<file path="config.mk">
export PLATFORM = sky130hd
export DESIGN_NAME = microsoc_bus_arbiter
export DESIGN_NICKNAME = d
export VERILOG_FILES = /design/src/rtl/microsoc_bus_arbiter.sv
export SDC_FILE = /design/constraint.sdc
export NUM_CORES = 1
export LEC_CHECK = 0
export BUFFER_PORTS_ARGS = -buffer_cell sky130_fd_sc_hd__buf_2
export CAP_MARGIN = 25
export CELL_PAD_IN_SITES_DETAIL_PLACEMENT = 0
export CELL_PAD_IN_SITES_GLOBAL_PLACEMENT = 1
export CORE_AREA = 2 2 110 112
export DETAILED_ROUTE_END_ITERATION = 8
export DIE_AREA = 0 0 112 114
export PLACE_DENSITY = 0.79
export SETUP_SLACK_MARGIN = 0.15
export SLEW_MARGIN = 20
export SYNTH_ARGS = -nofsm -noshare
export SYNTH_HDL_FRONTEND = slang
export SYNTH_SLANG_ARGS = --single-unit
</file>
<file path="constraint.sdc">
create_clock -name clk -period 2.45 [get_ports clk]
set_input_delay 0.245 -clock clk [delete_from_list [all_inputs] [get_ports clk]]
set_output_delay 0.245 -clock clk [all_outputs]
set_load 0.1 [all_outputs]
</file>
<file path="src/rtl/microsoc_bus_arbiter.sv">
// Round-robin N-master arbiter for the ibex req/gnt/rvalid protocol onto a single slave port.
// Grants are recorded in a route FIFO so in-order responses return to the issuing master.
module microsoc_bus_arbiter #(
    parameter int NUM_MASTERS = 2,
    parameter int ADDR_WIDTH  = 32,
    parameter int DATA_WIDTH  = 32,
    parameter int RESP_DEPTH  = 2
) (
    input  logic                                  clk,
    input  logic                                  rst,
    input  logic [NUM_MASTERS-1:0]                m_req_i,
    output logic [NUM_MASTERS-1:0]                m_gnt_o,
    output logic [NUM_MASTERS-1:0]                m_rvalid_o,
    input  logic [NUM_MASTERS-1:0]                m_we_i,
    input  logic [NUM_MASTERS*ADDR_WIDTH-1:0]     m_addr_i,
    input  logic [NUM_MASTERS*(DATA_WIDTH/8)-1:0] m_be_i,
    input  logic [NUM_MASTERS*DATA_WIDTH-1:0]     m_wdata_i,
    output logic [DATA_WIDTH-1:0]                 m_rdata_o,
    output logic [NUM_MASTERS-1:0]                m_err_o,
    output logic                                  s_req_o,
    input  logic                                  s_gnt_i,
    input  logic                                  s_rvalid_i,
    output logic                                  s_we_o,
    output logic [ADDR_WIDTH-1:0]                 s_addr_o,
    output logic [(DATA_WIDTH/8)-1:0]             s_be_o,
    output logic [DATA_WIDTH-1:0]                 s_wdata_o,
    input  logic [DATA_WIDTH-1:0]                 s_rdata_i,
    input  logic                                  s_err_i,
    output logic [$clog2(RESP_DEPTH+1)-1:0]       outstanding_o,
    output logic                                  proto_err_o
);
    localparam int BE_WIDTH = DATA_WIDTH / 8;
    localparam int IDX_W    = $clog2(NUM_MASTERS);
    localparam int CNT_W    = $clog2(RESP_DEPTH + 1);
    localparam int PTR_W    = (RESP_DEPTH > 1) ? $clog2(RESP_DEPTH) : 1;

    logic [IDX_W-1:0] rr_ptr_q, rr_ptr_d;
    logic             lock_vld_q, lock_vld_d;
    logic [IDX_W-1:0] lock_idx_q, lock_idx_d;
    logic [IDX_W-1:0] route_q [RESP_DEPTH];
    logic [IDX_W-1:0] route_d [RESP_DEPTH];
    logic [PTR_W-1:0] wr_ptr_q, wr_ptr_d;
    logic [PTR_W-1:0] rd_ptr_q, rd_ptr_d;
    logic [CNT_W-1:0] count_q, count_d;
    logic             proto_err_q, proto_err_d;

    logic [IDX_W-1:0] winner;
    logic [IDX_W-1:0] sel;
    logic [IDX_W-1:0] head;
    logic             full;
    logic             grant;
    logic             pop;

    // First requester at or after the rr pointer, wrapping around.
    always_comb begin
        logic             found;
        logic [IDX_W-1:0] cand;
        winner = rr_ptr_q;
        found  = 1'b0;
        cand   = '0;
        for (int i = 0; i < NUM_MASTERS; i++) begin
            cand = IDX_W'((int'(rr_ptr_q) + i) % NUM_MASTERS);
            if (!found && m_req_i[cand]) begin
                winner = cand;
                found  = 1'b1;
            end
        end
    end

    assign sel  = lock_vld_q ? lock_idx_q : winner;
    assign full = (count_q == CNT_W'(RESP_DEPTH));
    assign head = route_q[rd_ptr_q];

    // Outputs are gated by rst so they drop the instant reset asserts.
    assign s_req_o = !rst && (|m_req_i) && !full;
    assign grant   = s_req_o && s_gnt_i;
    assign pop     = !rst && s_rvalid_i && (count_q != '0);

    assign s_we_o    = m_we_i[sel];
    assign s_addr_o  = m_addr_i[int'(sel)*ADDR_WIDTH +: ADDR_WIDTH];
    assign s_be_o    = m_be_i[int'(sel)*BE_WIDTH +: BE_WIDTH];
    assign s_wdata_o = m_wdata_i[int'(sel)*DATA_WIDTH +: DATA_WIDTH];

    assign m_rdata_o     = s_rdata_i;
    assign outstanding_o = count_q;
    assign proto_err_o   = proto_err_q;

    always_comb begin
        for (int k = 0; k < NUM_MASTERS; k++) begin
            m_gnt_o[k]    = grant && (sel == IDX_W'(k));
            m_rvalid_o[k] = pop && (head == IDX_W'(k));
            m_err_o[k]    = pop && (head == IDX_W'(k)) && s_err_i;
        end
    end

    always_comb begin
        rr_ptr_d    = rr_ptr_q;
        lock_vld_d  = lock_vld_q;
        lock_idx_d  = lock_idx_q;
        route_d     = route_q;
        wr_ptr_d    = wr_ptr_q;
        rd_ptr_d    = rd_ptr_q;
        count_d     = count_q;
        proto_err_d = proto_err_q | (s_rvalid_i && (count_q == '0));

        if (grant) begin
            rr_ptr_d          = (sel == IDX_W'(NUM_MASTERS - 1)) ? '0 : sel + 1'b1;
            lock_vld_d        = 1'b0;
            route_d[wr_ptr_q] = sel;
            wr_ptr_d          = (wr_ptr_q == PTR_W'(RESP_DEPTH - 1)) ? '0 : wr_ptr_q + 1'b1;
        end else if (s_req_o) begin
            // Slave stalled: pin the selection until it grants.
            lock_vld_d = 1'b1;
            lock_idx_d = sel;
        end

        if (pop) begin
            rd_ptr_d = (rd_ptr_q == PTR_W'(RESP_DEPTH - 1)) ? '0 : rd_ptr_q + 1'b1;
        end

        case ({grant, pop})
            2'b10:   count_d = count_q + 1'b1;
            2'b01:   count_d = count_q - 1'b1;
            default: count_d = count_q;
        endcase
    end

    always_ff @(posedge clk or posedge rst) begin
        if (rst) begin
            rr_ptr_q    <= '0;
            lock_vld_q  <= 1'b0;
            lock_idx_q  <= '0;
            route_q     <= '{default: '0};
            wr_ptr_q    <= '0;
            rd_ptr_q    <= '0;
            count_q     <= '0;
            proto_err_q <= 1'b0;
        end else begin
            rr_ptr_q    <= rr_ptr_d;
            lock_vld_q  <= lock_vld_d;
            lock_idx_q  <= lock_idx_d;
            route_q     <= route_d;
            wr_ptr_q    <= wr_ptr_d;
            rd_ptr_q    <= rd_ptr_d;
            count_q     <= count_d;
            proto_err_q <= proto_err_d;
        end
    end

endmodule

</file>
# Word-level counts from Yosys, hierarchy flattened
# Index checks and enable logic that the tools add are counted.
[word_totals]
reg_bits = 10
word_cells = 77
[op_classes]
add_sub_neg = 6
magnitude_cmp = 6
n_eq_ne = 3
shift = 3
mux = 21
bitwise = 6
reduce_logical = 23
[op_table]
columns = ["operator", "count"]
rows = [
  ["indexed part select 64 x 7 -> 32 bit", 2],
  ["two-way mux 1 bit", 18],
  ["logical AND 1 bit", 14],
  ["indexed part select 8 x 4 -> 4 bit", 1],
  ["< comparator 1 x 2 -> 1 bit, second input constant", 3],
  ["nonzero test 2 bit", 3],
  ["adder 1 bit, second input constant", 4],
  ["== test 2 bit, second input constant", 2],
  ["greater-or-equal comparator 2 bit, second input constant", 2],
  ["inverter 1 -> 2 bit", 2],
  ["one-hot mux 2 bit (2 select lines)", 1],
  ["logical NOT 1 bit", 3],
  ["inverter 1 bit", 3],
  ["adder 2 x 1 -> 2 bit, second input constant", 1],
  ["bitwise mux 2 bit", 1],
  ["== test 2 x 1 -> 1 bit, second input constant", 1],
  ["logical NOT 2 bit", 1],
  ["< comparator 2 x 1 -> 1 bit, second input constant", 1],
  ["AND reduction 2 bit", 1],
  ["OR reduction 2 bit", 1],
  ["subtractor 2 x 1 -> 2 bit, second input constant", 1],
  ["demux 1 bit (select 1 bit)", 1],
  ["bitwise OR 1 bit", 1],
]

# Depth between registers and ports, before layout
# Gate-level depths: netlist of run 1.
[logic_depth]
ltp_word = 9
ltp_mapped = 7
mapped_depth_nobuf = 6

# Worst setup path before layout of run 1
# Ideal clock, no wire load.
[synth_path]
path_kind = "flip-flop to output port"
from = "register count_q[0], in the netlist outstanding_o[0]"
to = "output port m_gnt_o[0]"
t_arrival_ps = 3066
required_time_ps = 2205
slack_ps = -861
stages_incl_launch_ff = 5
path_cell_list = "dfrtp_1 nor2b_1 or4b_1 buf_2 nor2b_1"
[synth_via]
elab_chain_cells = 5
[synth_rtl]
columns = ["element", "line", "source"]
rows = [
  ["start: declaration", "44", "logic [CNT_W-1:0] count_q, count_d;"],
  ["start signal: assignment", "145", "count_q <= count_d;"],
  ["== test 2 bit", "71", "assign full = (count_q == CNT_W'(RESP_DEPTH));"],
  ["logical NOT 1 bit", "75", "assign s_req_o = !rst && (|m_req_i) && !full;"],
  ["logical AND 1 bit", "75", ""],
  ["logical AND 1 bit", "76", "assign grant = s_req_o && s_gnt_i;"],
  ["logical AND 1 bit", "90", "m_gnt_o[k] = grant && (sel == IDX_W'(k));"],
  ["end: declaration", "12", "output logic [NUM_MASTERS-1:0] m_gnt_o,"],
]
# No other way between the ends.

# Worst setup path after layout of run 1
[layout_path]
from = "register rr_ptr_q"
to = "output port s_addr_o[21]"
[layout_via]
elab_chain_cells = 8
[layout_rtl]
columns = ["element", "line", "source"]
rows = [
  ["start: declaration", "37", "logic [IDX_W-1:0] rr_ptr_q, rr_ptr_d;"],
  ["start signal: assignment", "139", "rr_ptr_q <= rr_ptr_d;"],
  ["two-way mux 1 bit (implied by the code) (2 in series)", "63", "if (!found && m_req_i[cand]) begin"],
  ["two-way mux 1 bit", "63", ""],
  ["logical NOT 1 bit", "63", ""],
  ["logical AND 1 bit", "63", ""],
  ["two-way mux 1 bit *", "63", ""],
  ["two-way mux 1 bit *", "70", "assign sel = lock_vld_q ? lock_idx_q : winner;"],
  ["indexed part select 64 x 7 -> 32 bit *", "80", "assign s_addr_o = m_addr_i[int'(sel)*ADDR_WIDTH +: ADDR_WIDTH];"],
  ["end: declaration", "24", "output logic [ADDR_WIDTH-1:0] s_addr_o,"],
]
# Mark *: on every way between the ends. The rest lies on a longest branch, timed or not. The select of a mux whose other input is x is not followed.

==> results of run 1 <==
==> layout by cell type, fill, tap and decap left out, types with 2 or more instances in the layout <==
master / Yosys / routed
buf_12: 0 / 3
xor2_1: 2 / 2
buf_4: 34 / 38
a21o_1: 2 / 2
and2_2: 0 / 2
buf_6: 6 / 22
nor2_1: 7 / 4
mux2_2: 26 / 38
dfrtp_2: 0 / 2
mux2_1: 44 / 32
buf_8: 0 / 13
xnor2_1: 3 / 3
nand2_1: 2 / 2
dfrtp_1: 10 / 8
inv_1: 5 / 5
nor2_4: 0 / 3
buf_2: 1 / 152
clkbuf_16: 0 / 4
o21ai_0: 2 / 2
==> routing by layer <==
layer / wire (µm) / GRT usage [%]
met1: 2168 / 8.557
met2: 3395 / 14.59
met3: 662 / 1.807
met4: 0 / 1.138
met5: 0 / 0
==> worst register-to-register path: stages, from the launching register on <==
cell	delay, ps
dfrtp_2	420
nor2b_1	140
or4b_1	680
ha_1	400
nor2_1	150
xor2_1	160
==> timing repair <==
item                                    4_1_cts  5_1_grt
endpoints found under the setup margin       69       69
buffers inserted                              0        3
gates cloned                                  0        1
gates resized for setup                      64       71
==> final cells by class <==
cell class | instances | area, µm²
inverter | 5 | 18.77
multi-input combinational | 103 | 1059
sequential | 10 | 252.7
fill | 1230 | 8537
timing repair buffer | 230 | 1582
clock buffer | 4 | 78.83
tap | 147 | 183.9
==> per-stage QoR <==
step,utilization [%],cells
final,27.10,499
after global routing,27.10,499
after CTS,25.03,495
after detailed placement,22.99,491
after global placement,22.99,491
after floorplan,-,159
==> cells in the mapped netlist, types with 2 or more instances <==
library cell,number
buf_6,6
mux2_1,44
xor2_1,2
nor2b_1,2
o21ai_0,2
dfrtp_1,10
nor2_1,7
inv_1,5
and2_1,2
a21o_1,2
buf_4,34
mux2_2,26
nand2_1,2
xnor2_1,3
==> worst max path at each step <==
stage / slack [ps] / to / cells after the start
finish: 170 / s_addr_o[21] / 6
global route: 100 / s_wdata_o[4] / 5
CTS: 90 / s_wdata_o[16] / 5
detailed placement: 330 / s_wdata_o[4] / 5
global placement: 340 / s_wdata_o[4] / 7
floorplan: 220 / route_q[0] / 5
==> logic make-up (layout without fill, tap and decap cells) <==
logic type	Yosys count	in the layout	synth area share, %
simple gates	16	16	5.089
fa+ha+maj	2	2	1.465
compound gates	8	8	3.393
flops	10	10	15.42
buf+inv	46	239	21.36
mux	72	72	50.58
xor+xnor	5	5	2.699
==> state kept, by name, summed over array words and instances, names as in the netlist <==
signal	cells
outstanding_o	2
rd_ptr_q	1
route_q	2
lock_vld_q	1
lock_idx_q	1
proto_err_o	1
wr_ptr_q	1
rr_ptr_q	1
==> impl_metrics.yaml, run 1 <==
detailed_routing:
  post_drt_wl_per_cell_um: 12.48
  vias_per_cell: 3.880
  ant_nets: 0
  remaining_drc_errors: 0
  wirelength_um: 6226
  drt-pass1-iter-count: 4
  vias: 1936
  drt-initial-drc-count: 16
setup_path:
  cp.required_ps: 2200
  crit_buf_inv: 3
  slowest_stage: "dfrtp_1"
  endpoint_kind: "primary output"
  reg2regPathDepth: 5
  setup.worst_path.start: "rr_ptr_q"
  max_stage_delay_ps: 380
  worstReg2RegEnd: "outstanding_o[1]"
  worstPathMaxFanout: 20
  start_kind: "flip-flop"
  cpLargestDelayFamily: "multiplexers"
  reg2reg_from: "outstanding_o[1]"
  cp_cell_sequence: "maj3_2, mux2i_4, buf_4, buf_12, mux2_2, buf_8"
  arrival_ps: 2030
  crit_type: "reg2out"
  regToRegSetupSlack_ps: 420
logic_synthesis:
  synth_cells: 159
  synth_top_area_share_pct: 30.53
  async_reset_ff_share_pct: 100.0
  postSynthAreaPerCell_um2: 10.21
  yosysTopAreaCell: "mux2_1"
  synthDistinctLibCells: 26
  ys_ff_latch: 10
  syn_area_mm2: 0.001623
  synth-main-ff-cell: "dfrtp_1"
  yosys_warnings: 0
  synth_edf_count: 0
  synthTopCellsByArea: "mux2_1, mux2_2, buf_4"
  seq_area_frac_synth_pct: 15.42
  syn_nets: 337
floorplanning:
  die_w_um: 112
  initial_core_util_pct: 13.86
  pin_count: 288
  die_area_mm2: 0.01277
  num_rows: 40
  die_y_um: 114
  core_mm2: 0.01171
placement:
  dpl.hpwl_um: 4855
  dpl_cell_area_mm2: 0.002693
  io_buffer_count: 223
  gp_congestion: 0.6765
  dpl_worst_slack_ps: 326.7
flow_run:
  cap_viol_max_count: 0
final_layout:
  area_growth_pct: 95.61
  layout-drive-gt1-share_pct: 79.83
  final_area_mm2: 0.003174
  final_nets: 531
  antennaDiodeCount: 0
cts:
  cts_root_buf: "clkbuf_16"
  postCtsHoldBufs: 0
  clock_latency_ps: 230
  cts_tree: "done"
  cts_made_buffers: 3
  cts_max_path_buffers: 2
  clock_sinks: 10
  cts.clk_slew.worst_paths_ps: 40
  htreeDepth: 1
global_route:
  grt_pass1_vias: 1755
  antenna_found_initial: 0
  grt_pass1_wl_um: 8066
  grt_use_total_pct: 7.540
  grt_max_degree: 40
  gr-total-overflow: 0
hold_path:
  hp-class: "in2async"
sta:
  maxSlewViolCount: 0
  rsz0062_at_grt: "yes"
  slew_headroom_pct: 67.13
  finalHoldViolCount: 0
  finalCriticalPeriod_ps: 2277
  setup_tns_ps: 0
  fin_crit_sh_pct: 92.94
  timing.final.ws_setup_ps: 172.9
  fmax_mhz: 439.1
  setup_viol: 0
  max_slew.worst_pin.slew_ps: 496.5
  holdWs_ps: 13.07
  skew_ps: 0.5240
outcome:
  status: "finished, final reports clean"
Power of run 1 is not shown: default switching activity piles up to over one toggle a cycle in this logic, so the estimate is an artifact.
==> run 2: changes to the inputs <==
--- a/config.mk
+++ b/config.mk
@@ -5,14 +5,15 @@
 export SDC_FILE = /design/constraint.sdc
 export NUM_CORES = 1
 export LEC_CHECK = 0
+export ABC_AREA = 1
 export BUFFER_PORTS_ARGS = -buffer_cell sky130_fd_sc_hd__buf_2
 export CAP_MARGIN = 25
 export CELL_PAD_IN_SITES_DETAIL_PLACEMENT = 0
 export CELL_PAD_IN_SITES_GLOBAL_PLACEMENT = 1
-export CORE_AREA = 2 2 110 112
+export CORE_MARGIN = 2
+export CORE_UTILIZATION = 15
 export DETAILED_ROUTE_END_ITERATION = 8
-export DIE_AREA = 0 0 112 114
-export PLACE_DENSITY = 0.79
+export PLACE_DENSITY = 0.87
 export SETUP_SLACK_MARGIN = 0.15
 export SLEW_MARGIN = 20
 export SYNTH_ARGS = -nofsm -noshare
==> run 2 against run 1 <==
  * Wire length up 20%
  * Area after synthesis up 8.2%
  * First-iteration DRC count rose to 5.7 times the previous value
  * Flip-flop and latch count unchanged
  * Clock-buffer cell count unchanged
  * Non-clock buffer count unchanged
  * Via count up 39%
  * Sequential share of layout area down 1.4 points
  * Final area up 24%
==> impl_metrics.yaml, run 2 <==
outcome:
  status: "finished, final reports clean"
logic_synthesis:
  syn_area_mm2: 0.001755
  synth_common_cells: "nand2_1, nand3_1, buf_4"
  postSynthAreaPerCell_um2: 5.368
  synth.most_common_cell: "nand2_1"
  synth_edf_count: 0
  synth_cells: 327
  synthDistinctLibCells: 22
  async_reset_ff_share_pct: 100.0
  yosysTopAreaCell: "nand2_1"
  synthTopCellsByArea: "nand2_1, nand3_1, dfrtp_1"
  synth_top_area_share_pct: 33.36
  seq_area_frac_synth_pct: 14.26
  ys_ff_latch: 10
  synth-main-ff-cell: "dfrtp_1"
  syn_nets: 505
  yosys_warnings: 0
setup_path:
  arrival_ps: 1860
  endpoint_kind: "primary output"
  start_kind: "flip-flop"
  crit_type: "reg2out"
  cp.required_ps: 2200
  worstPathMaxFanout: 6
cts:
  cts_max_path_buffers: 2
  cts_root_buf: "clkbuf_16"
  postCtsHoldBufs: 0
  cts.clk_slew.worst_paths_ps: 40
  cts_tree: "done"
  htreeDepth: 1
  clock_latency_ps: 240
  clock_sinks: 10
  cts_made_buffers: 3
detailed_routing:
  wirelength_um: 7475
  remaining_drc_errors: 0
  vias: 2693
  post_drt_wl_per_cell_um: 11.50
  ant_nets: 0
  vias_per_cell: 4.143
  drt-initial-drc-count: 91
  drt-pass1-iter-count: 6
final_layout:
  seq_area_um2: 257.7
  multiInputGateArea_mm2: 0.001142
  fillerInstances: 1209
  layout-drive-gt1-share_pct: 48.72
  final_nets: 686
  area_growth_pct: 125.0
  fin_cells: 650
  mostFrequentLayoutCells: "nand2_1, buf_2, buf_12, nand3_1, inv_1"
  antennaDiodeCount: 0
placement:
  io_buffer_count: 223
  dpl.hpwl_um: 6312
  gp_congestion: 0.7366
  post-place-cells: 646
floorplanning:
  initial_core_util_pct: 15.37
  pin_count: 288
  num_rows: 39
  die_y_um: 112.2
  core_mm2: 0.01142
  die_area_mm2: 0.01258
  die_w_um: 112.2
sta:
  setup_tns_ps: 0
  finalHoldViolCount: 0
  max_slew.worst_pin.slew_ps: 530.8
  fmax_mhz: 474.3
  skew_ps: 1.254
  fin_crit_sh_pct: 86.05
  setup_viol: 0
  slew_headroom_pct: 64.51
  finalCriticalPeriod_ps: 2108
  maxSlewViolCount: 0
  rsz0062_at_grt: "no"
global_route:
  grt_pass1_wl_um: 11670
  grt_max_degree: 42
  grt_use_total_pct: 10.87
  grt_pass1_vias: 2535
  antenna_found_initial: 0
  gr-total-overflow: 0
flow_run:
  cap_viol_max_count: 0
hold_path:
  hp-class: "in2async"
[run 2: cell type report]
cell class                      count  share of cell area, %
Timing Repair Buffer              230                  56.83
Sequential cell                    10                  6.525
Inverter                           10                 0.9503
Clock buffer                        4                  2.249
Tap cell                          143                  4.530
Multi-Input combinational cell    253                  28.92
[run 2: metrics by stage]
step / util (%) / hold slack [ps] / worst slack [ps] / cell area (µm²)
floorplan: - / 93.53 / 180.3 / 1807
global placement: 33.82 / 271.0 / 426.9 / 3861
detailed placement: 33.82 / 269.0 / 423.5 / 3861
CTS: 34.59 / 21.32 / 163.8 / 3950
global route: 34.59 / 62.80 / 273.5 / 3950
finish: 34.59 / 18.78 / 341.8 / 3950
[run 2: critical path, cell delays in order, from the launching register on]
cell	delay (ps)
dfrtp_4	430
inv_2	50
nand2_1	60
nand3_1	360
nor3_4	280
buf_2	440
[run 2: final timing paths]
kind,start,to,slack (ps),depth (start not counted)
min in group clk,s_rvalid_i,proto_err_o,280,2
hold / removal,rst,outstanding_o[1],20,3
setup / recovery,outstanding_o[0],m_err_o[0],340,5
hold reg to reg,proto_err_o,proto_err_o,480,1
setup reg to reg,outstanding_o[1],outstanding_o[1],510,8
max in group asynchronous,rst,outstanding_o[0],2260,3
[run 2: layer usage]
layer  global-route usage [%]  vias to the layer above  wire [µm]
met5                        0                        -          0
met4                    2.764                        0        137
met3                    3.348                       18        882
met2                    20.00                      162       3726
met1                    12.18                     1140       2728
li1                         -                     1373          -
[run 2: what timing repair did]
| item | in CTS | in global routing |
|---|---|---|
| resized for setup | 0 | 1 |
| buffers inserted | 0 | 0 |
| endpoints found under the setup margin | 0 | 2 |
[run 2: cells by family after synthesis]
family,after synthesis,synth area share [%]
AND/OR/NAND/NOR,239,56.59
buffers and inverters,64,23.59
flip-flops,10,14.26
adder cells (fa/ha/maj),1,0.7126
XOR/XNOR,3,1.497
AO/OA/AOI/OAI,10,3.350
Power of run 2 is left out for the same reason.
